$ cat config.mk
export PLATFORM = sky130hd
export DESIGN_NAME = mult_share_arbiter_flat
export DESIGN_NICKNAME = d
export VERILOG_FILES = /design/src/rtl/mult_share_arbiter_if.sv /design/src/rtl/mult_share_arbiter.sv /design/src/flat_wrapper.sv
export SDC_FILE = /design/constraint.sdc
export NUM_CORES = 1
export LEC_CHECK = 0
export CAP_MARGIN = 15
export CORE_AREA = 2 2 123 125
export DETAILED_ROUTE_END_ITERATION = 16
export DIE_AREA = 0 0 125 127
export GPL_TIMING_DRIVEN = 0
export PLACE_DENSITY_LB_ADDON = 0.12
export SYNTH_ARGS = -nofsm -noshare
export SYNTH_HDL_FRONTEND = slang
export SYNTH_SLANG_ARGS = --single-unit
export TNS_END_PERCENT = 30
$ cat constraint.sdc
create_clock -name clk -period 1.98 [get_ports clk]
set_input_delay 0.495 -clock clk [delete_from_list [all_inputs] [get_ports clk]]
set_output_delay 0.495 -clock clk [all_outputs]
set_load 0.01 [all_outputs]
$ cat src/rtl/mult_share_arbiter_if.sv
// Bundle of request, multiplier and response signals for mult_share_arbiter.
// The slave modport is the arbiter; the master modport is the surrounding logic.
interface mult_share_arbiter_if #(
  parameter int WIDTH = 28,
  parameter int CNTW  = 16
);
  logic                 req0_valid;
  logic                 req0_ready;
  logic [WIDTH-1:0]     req0_a;
  logic [WIDTH-1:0]     req0_b;
  logic                 req1_valid;
  logic                 req1_ready;
  logic [WIDTH-1:0]     req1_a;
  logic [WIDTH-1:0]     req1_b;
  logic [WIDTH-1:0]     mul_a;
  logic [WIDTH-1:0]     mul_b;
  logic [2*WIDTH-1:0]   mul_p;
  logic                 rsp0_valid;
  logic                 rsp1_valid;
  logic [2*WIDTH-1:0]   rsp_data;
  logic [CNTW-1:0]      done0_cnt;
  logic [CNTW-1:0]      done1_cnt;

  modport slave (
    input  req0_valid, req0_a, req0_b, req1_valid, req1_a, req1_b, mul_p,
    output req0_ready, req1_ready, mul_a, mul_b,
           rsp0_valid, rsp1_valid, rsp_data, done0_cnt, done1_cnt
  );

  modport master (
    output req0_valid, req0_a, req0_b, req1_valid, req1_a, req1_b, mul_p,
    input  req0_ready, req1_ready, mul_a, mul_b,
           rsp0_valid, rsp1_valid, rsp_data, done0_cnt, done1_cnt
  );
endinterface

$ cat src/rtl/mult_share_arbiter.sv
// Round-robin sharing of one registered multiplier between two requesters,
// with owner tags carried alongside the multiplier latency.
module mult_share_arbiter #(
  parameter int WIDTH = 28,
  parameter int LAT   = 1,
  parameter int CNTW  = 16
) (
  input  logic                clk,
  input  logic                rstn,
  mult_share_arbiter_if.slave bus
);

  logic              last_grant;
  logic              grant0;
  logic              grant1;
  logic [WIDTH-1:0]  a_q;
  logic [WIDTH-1:0]  b_q;
  logic [LAT:0]      tag_vld;
  logic [LAT:0]      tag_id;
  logic              rsp0_q;
  logic              rsp1_q;
  logic [CNTW-1:0]   cnt0_q;
  logic [CNTW-1:0]   cnt1_q;

  // Grants are built from the valids and last_grant only, never from a ready.
  always_comb begin
    grant0 = rstn & bus.req0_valid & (~bus.req1_valid | last_grant);
    grant1 = rstn & bus.req1_valid & (~bus.req0_valid | ~last_grant);
  end

  assign bus.req0_ready = grant0;
  assign bus.req1_ready = grant1;
  assign bus.mul_a      = a_q;
  assign bus.mul_b      = b_q;
  assign bus.rsp_data   = bus.mul_p;
  assign bus.rsp0_valid = rsp0_q;
  assign bus.rsp1_valid = rsp1_q;
  assign bus.done0_cnt  = cnt0_q;
  assign bus.done1_cnt  = cnt1_q;

  always_ff @(posedge clk or negedge rstn) begin
    if (!rstn) begin
      last_grant <= 1'b1;
      a_q        <= '0;
      b_q        <= '0;
      tag_vld    <= '0;
      tag_id     <= '0;
      rsp0_q     <= 1'b0;
      rsp1_q     <= 1'b0;
      cnt0_q     <= '0;
      cnt1_q     <= '0;
    end else begin
      if (grant0) begin
        a_q        <= bus.req0_a;
        b_q        <= bus.req0_b;
        last_grant <= 1'b0;
      end else if (grant1) begin
        a_q        <= bus.req1_a;
        b_q        <= bus.req1_b;
        last_grant <= 1'b1;
      end
      // Tag pipe never stalls; bubbles ride along as tag_vld=0.
      tag_vld <= {tag_vld[LAT-1:0], grant0 | grant1};
      tag_id  <= {tag_id[LAT-1:0], grant1};
      // Registered response lines up with the multiplier's extra output stage.
      rsp0_q  <= tag_vld[LAT] & ~tag_id[LAT];
      rsp1_q  <= tag_vld[LAT] &  tag_id[LAT];
      if (rsp0_q) cnt0_q <= cnt0_q + {{(CNTW-1){1'b0}}, 1'b1};
      if (rsp1_q) cnt1_q <= cnt1_q + {{(CNTW-1){1'b0}}, 1'b1};
    end
  end

endmodule
$ cat src/flat_wrapper.sv
// flat-port wrapper written by rule: the top's interface ports become plain ports
module mult_share_arbiter_flat 
#(
  parameter int WIDTH = 28,
  parameter int LAT   = 1,
  parameter int CNTW  = 16
)
  (clk, rstn, bus_req0_valid, bus_req0_a, bus_req0_b, bus_req1_valid, bus_req1_a, bus_req1_b, bus_mul_p, bus_req0_ready, bus_req1_ready, bus_mul_a, bus_mul_b, bus_rsp0_valid, bus_rsp1_valid, bus_rsp_data, bus_done0_cnt, bus_done1_cnt);
  mult_share_arbiter_if #(.WIDTH(WIDTH), .CNTW(CNTW)) bus_i ();
  input  logic clk;
  input  logic rstn;
  input wire logic [$bits(bus_i.req0_valid)-1:0] bus_req0_valid;
  input wire logic [$bits(bus_i.req0_a)-1:0] bus_req0_a;
  input wire logic [$bits(bus_i.req0_b)-1:0] bus_req0_b;
  input wire logic [$bits(bus_i.req1_valid)-1:0] bus_req1_valid;
  input wire logic [$bits(bus_i.req1_a)-1:0] bus_req1_a;
  input wire logic [$bits(bus_i.req1_b)-1:0] bus_req1_b;
  input wire logic [$bits(bus_i.mul_p)-1:0] bus_mul_p;
  output wire logic [$bits(bus_i.req0_ready)-1:0] bus_req0_ready;
  output wire logic [$bits(bus_i.req1_ready)-1:0] bus_req1_ready;
  output wire logic [$bits(bus_i.mul_a)-1:0] bus_mul_a;
  output wire logic [$bits(bus_i.mul_b)-1:0] bus_mul_b;
  output wire logic [$bits(bus_i.rsp0_valid)-1:0] bus_rsp0_valid;
  output wire logic [$bits(bus_i.rsp1_valid)-1:0] bus_rsp1_valid;
  output wire logic [$bits(bus_i.rsp_data)-1:0] bus_rsp_data;
  output wire logic [$bits(bus_i.done0_cnt)-1:0] bus_done0_cnt;
  output wire logic [$bits(bus_i.done1_cnt)-1:0] bus_done1_cnt;
  assign bus_i.req0_valid = bus_req0_valid;
  assign bus_i.req0_a = bus_req0_a;
  assign bus_i.req0_b = bus_req0_b;
  assign bus_i.req1_valid = bus_req1_valid;
  assign bus_i.req1_a = bus_req1_a;
  assign bus_i.req1_b = bus_req1_b;
  assign bus_i.mul_p = bus_mul_p;
  assign bus_req0_ready = bus_i.req0_ready;
  assign bus_req1_ready = bus_i.req1_ready;
  assign bus_mul_a = bus_i.mul_a;
  assign bus_mul_b = bus_i.mul_b;
  assign bus_rsp0_valid = bus_i.rsp0_valid;
  assign bus_rsp1_valid = bus_i.rsp1_valid;
  assign bus_rsp_data = bus_i.rsp_data;
  assign bus_done0_cnt = bus_i.done0_cnt;
  assign bus_done1_cnt = bus_i.done1_cnt;
  mult_share_arbiter #(.WIDTH(WIDTH), .LAT(LAT), .CNTW(CNTW)) u_core (.clk(clk), .rstn(rstn), .bus(bus_i));
endmodule
-- After elaboration in Yosys (flattened, before gate mapping)
Index checks and enable logic that the tools add are counted.
- flip-flop bits (word level): 95
- word-level logic and storage cells: 31
- output and inout bits: 148
- input port bits: 172
- $add $sub $neg: 2
- reduce and logical (&&, ||, !) cells: 1
- multiplexer cells: 6
- bitwise logic cells: 13
- operator list (kind ; count):
    2-to-1 mux 28 bit ; 4
    adder 16 x 1 -> 16 bit (second input constant) ; 2
    AND 1 bit ; 6
    NOT 1 bit ; 4
    bitwise OR 1 bit ; 3
    2-to-1 mux 1 bit ; 2
    nonzero test 2 bit ; 1

-- Logic depth before layout (Yosys ltp)
- word-level depth: 5
- depth in mapped cells: 6
- gate-level depth less buffers: 5

-- Worst setup path before layout
Ideal clock, no wire load.
- kind: reg-to-output
- start: register u_core.last_grant
- end: output bus_req0_ready
- required time: 1485 ps
- arrival time: 958 ps
- stages on the path, launching flop included: 4
- path buffers: 1
- setup slack: 527 ps
- cells stage by stage: dfstp_2 -> inv_2 -> a21oi_2 -> buf_4
- word-level cells in the longest chain between the ends: 2
- ends and longest elaborated chain (what ; RTL line ; RTL):
    start, declared ; mult_share_arbiter.sv:13 ; logic last_grant;
    start signal, assigned ; mult_share_arbiter.sv:43 ; last_grant <= 1'b1;
    start signal, assigned ; mult_share_arbiter.sv:56 ; last_grant <= 1'b0;
    start signal, assigned ; mult_share_arbiter.sv:60 ; last_grant <= 1'b1;
    bitwise OR 1 bit ; mult_share_arbiter.sv:27 ; grant0 = rstn & bus.req0_valid & (~bus.req1_valid | last_grant);
    AND 1 bit ; mult_share_arbiter.sv:27 ;
    end, declared ; flat_wrapper.sv:19 ; output wire logic [$bits(bus_i.req0_ready)-1:0] bus_req0_ready;
Every way passes these cells.

-- Worst setup path in the final report
Same ends and word-level chain as after synthesis.

==> flow_summary.yaml <==
outcome:
  outcome: "complete, no violations"
global_route:
  grt_overflow_total: 0
  grt_max_degree: 28
  track_usage_pct: 16.8
  grt_pass1_vias: 4140
  antenna_found_initial: 1
  grt_pass1_wl_um: 21100
detailed_routing:
  routed_wl_um: 13500
  wl_per_cell_um: 14.9
  drt_iter0_markers: 88
  drtPass1Iterations: 4
  drc: 0
  vias_per_cell: 4.40
  ant_nets: 0
  vias: 3979
worst_setup_path:
  reg2regPathDepth: 7
  cp.arrival_ns: 1.42
  cp-end-kind: "output port"
  r2r_start: "u_core.last_grant"
  worstReg2RegEnd: "u_core.bus.mul_b[16]"
  criticalPathCategory: "reg2out"
  start_kind: "flip-flop"
  reg2reg_slack_ns: 0.24
  critPathMaxFanout: 4
  cp_data_required_time_ns: 1.48
final_layout:
  syn_to_final_growth_pct: 72.5
  layoutNonFillerInstCount: 905
  drive_gt1_share_pct: 14.6
  num-nets-final: 889
pwr:
  power_leakage_uw: 0.00338
  power.density_nw_per_um2: 743
  peakVddDrop_uv: 395
floorplan:
  io_pins: 320
  rows: 44
  die_area_sq_um: 15900
  start_util_pct: 31.9
  coreArea_sq_um: 14400
  die_y_um: 127
  fp.dieW_um: 125
place:
  io_buffers: 263
  dp_cells: 881
  place.gp.congestion: 0.755
  detailed_place_hpwl_um: 10700
clock_network:
  numCtsBuffers: 9
  cts_tree: "yes"
  htreeDepth: 3
  clockRootBuffer: "clkbuf_16"
  cts.sinks: 95
  clkLatencyLatePin_ns: 0.34
  cts_buffer_depth: 2
  clkTransAtPathRegs_ns: 0.07
sta:
  report.final.slew_viol_count: 0
  holdWs_ns: 0.0781
  rsz0062_at_grt: "false"
  tightest_slew_ns: 0.476
  fin_crit_ns: 1.92
  finalSetupViolCount: 0
  slew_headroom_pct: 68.3
  fin_worst_skew_ns: 0.00643
  hold_violations: 0
  fin_crit_sh_pct: 96.8
  fmax_mhz: 522
worst_hold_path:
  hold_path.class: "in2async"
synthesis:
  synth_area_sq_um: 4600
  ys_ff_latch: 95
  synthDistinctLibCells: 29
  yosysWarnings: 0
  avgSynthCellArea_sq_um: 10.6
  synthCells: 433
  syn-num-nets: 607
  seq_area_frac_synth_pct: 51.7
run:
  drv_cap: 0
-- timing repair --
item / 4_1_cts / 5_1_grt
buffers inserted: 2 / 1
gates cloned: 2 / 0
gates resized for setup: 16 / 1
setup endpoints to repair: 58 / 3
pin swaps: 0 / 1
hold buffers: 1 / 0
hold endpoints to repair: 22 / 0
-- final cells by class --
class | instances | area [sq um]
Antenna cell | 1 | 2.50
Buffer | 75 | 539
Clock buffer | 11 | 243
Clock inverter | 5 | 57.6
Fill cell | 1354 | 6490
Inverter | 5 | 18.8
Multi-Input combinational cell | 258 | 1680
Sequential cell | 95 | 2380
Tap cell | 184 | 230
Timing Repair Buffer | 271 | 2790
-- worst max-delay path by stage --
stage | start | end | slack, ns | depth (start not counted)
2_1_floorplan | u_core.last_grant | bus_req0_ready | 0.53 | 3
3_3_place_gp | rstn | u_core.bus.mul_b[8] | -4.14 | 6
3_5_place_dp | rstn | bus_req0_ready | -1.04 | 6
4_1_cts | bus_req1_valid | bus_req0_ready | -0.005 | 4
5_1_grt | u_core.last_grant | bus_req0_ready | 0.002 | 4
6_report | u_core.last_grant | bus_req0_ready | 0.06 | 4
-- cell usage after synthesis --
master    count  area [sq um]
o21ai_1      57           285
nand4_1       6          37.5
and2_1        1          6.26
dfstp_2       1          26.3
buf_6         4          45.0
a21oi_2       1          8.76
nor3_1        1          5.00
nor3_2        4          40.0
buf_4        58           435
o21ai_0       1          5.00
ha_1          2          25.0
a21oi_1       1          5.00
nor2b_1       1          6.26
buf_2         5          25.0
clkbuf_1      8          30.0
and4_1        1          8.76
dfrtp_1      94          2350
nand2_1      70           263
inv_1         4          15.0
mux2i_1      56           561
and3_1        2          12.5
inv_2         1          3.75
nand3_1      10          50.1
xnor2_1      20           175
xor2_1       10          87.6
mux2_2        2          22.5
nor2_1        8          30.0
or2_1         3          18.8
nand4_2       1          12.5
-- critical path, stage by stage, from the launching register on --
cell,delay (ns)
dfstp_2,0.56
inv_2,0.04
a21oi_2,0.15
buf_6,0.12
clkdlybuf4s15_2,0.21
-- metal layers --
metal	wire length, um	vias up	GRT usage (%)
li1	-	1954	-
met1	4900	1857	18.2
met2	7240	156	30.5
met3	1180	12	6.83
met4	146	0	4.58
met5	0	-	0
-- cell families after synthesis --
| group | after synthesis | synth area share [%] |
|---|---|---|
| fa+ha+maj | 2 | 0.544 |
| xor+xnor | 30 | 5.71 |
| flops | 95 | 51.7 |
| buf+inv | 80 | 12.1 |
| mux | 58 | 12.7 |
| compound gates | 60 | 6.61 |
| simple gates | 108 | 10.7 |
-- power by group --
part           switching (uW)  internal, uW  leakage [uW]
logic                     648          1070       0.00203
registers                 242          2210       0.00121
clock network             716          1010      0.000138
-- cells in the final DEF (no fill, tap or decap), types with 2 or more instances in the layout --
| cell type | Yosys | routed |
|---|---|---|
| o21ai_1 | 57 | 56 |
| nand3_1 | 10 | 10 |
| ha_1 | 2 | 2 |
| clkbuf_16 | 0 | 9 |
| clkbuf_1 | 8 | 9 |
| xor2_1 | 10 | 10 |
| dfrtp_1 | 94 | 94 |
| nor2_1 | 8 | 8 |
| buf_2 | 5 | 6 |
| nand4_1 | 6 | 6 |
| or2_1 | 3 | 3 |
| nor3_2 | 4 | 4 |
| buf_16 | 0 | 2 |
| mux2i_1 | 56 | 56 |
| inv_1 | 4 | 4 |
| bufbuf_16 | 0 | 2 |
| clkinvlp_4 | 0 | 3 |
| buf_6 | 4 | 5 |
| mux2_2 | 2 | 2 |
| and3_1 | 2 | 2 |
| buf_4 | 58 | 60 |
| clkdlybuf4s50_1 | 0 | 258 |
| xnor2_1 | 20 | 20 |
| nand2_1 | 70 | 69 |
| a21oi_2 | 1 | 2 |
-- registers in the layout, summed over array words and instances (netlist names) --
signal and cells:
u_core.tag_vld 2, u_core.bus.mul_a 28, u_core.bus.rsp0_valid 1, u_core.bus.rsp1_valid 1, u_core.bus.done1_cnt 16, u_core.bus.done0_cnt 16
u_core.bus.mul_b 28, u_core.tag_id 2, u_core.last_grant 1
-- per-stage QoR --
step           area [sq um]  TNS [ns]  utilization (%)  setup slack (ns)  total power, uW
2_1_floorplan          4600         0                -             0.527             3100
3_3_place_gp           7460   -539.87             51.7             -4.14             4150
3_5_place_dp           7490    -30.91             51.9             -1.04             4190
4_1_cts                7910  -0.00465             54.8          -0.00465             5980
5_1_grt                7930         0             55.0           0.00158             6230
6_report               7930         0             55.0            0.0640             5900
Power figures use the tool's default switching activity.
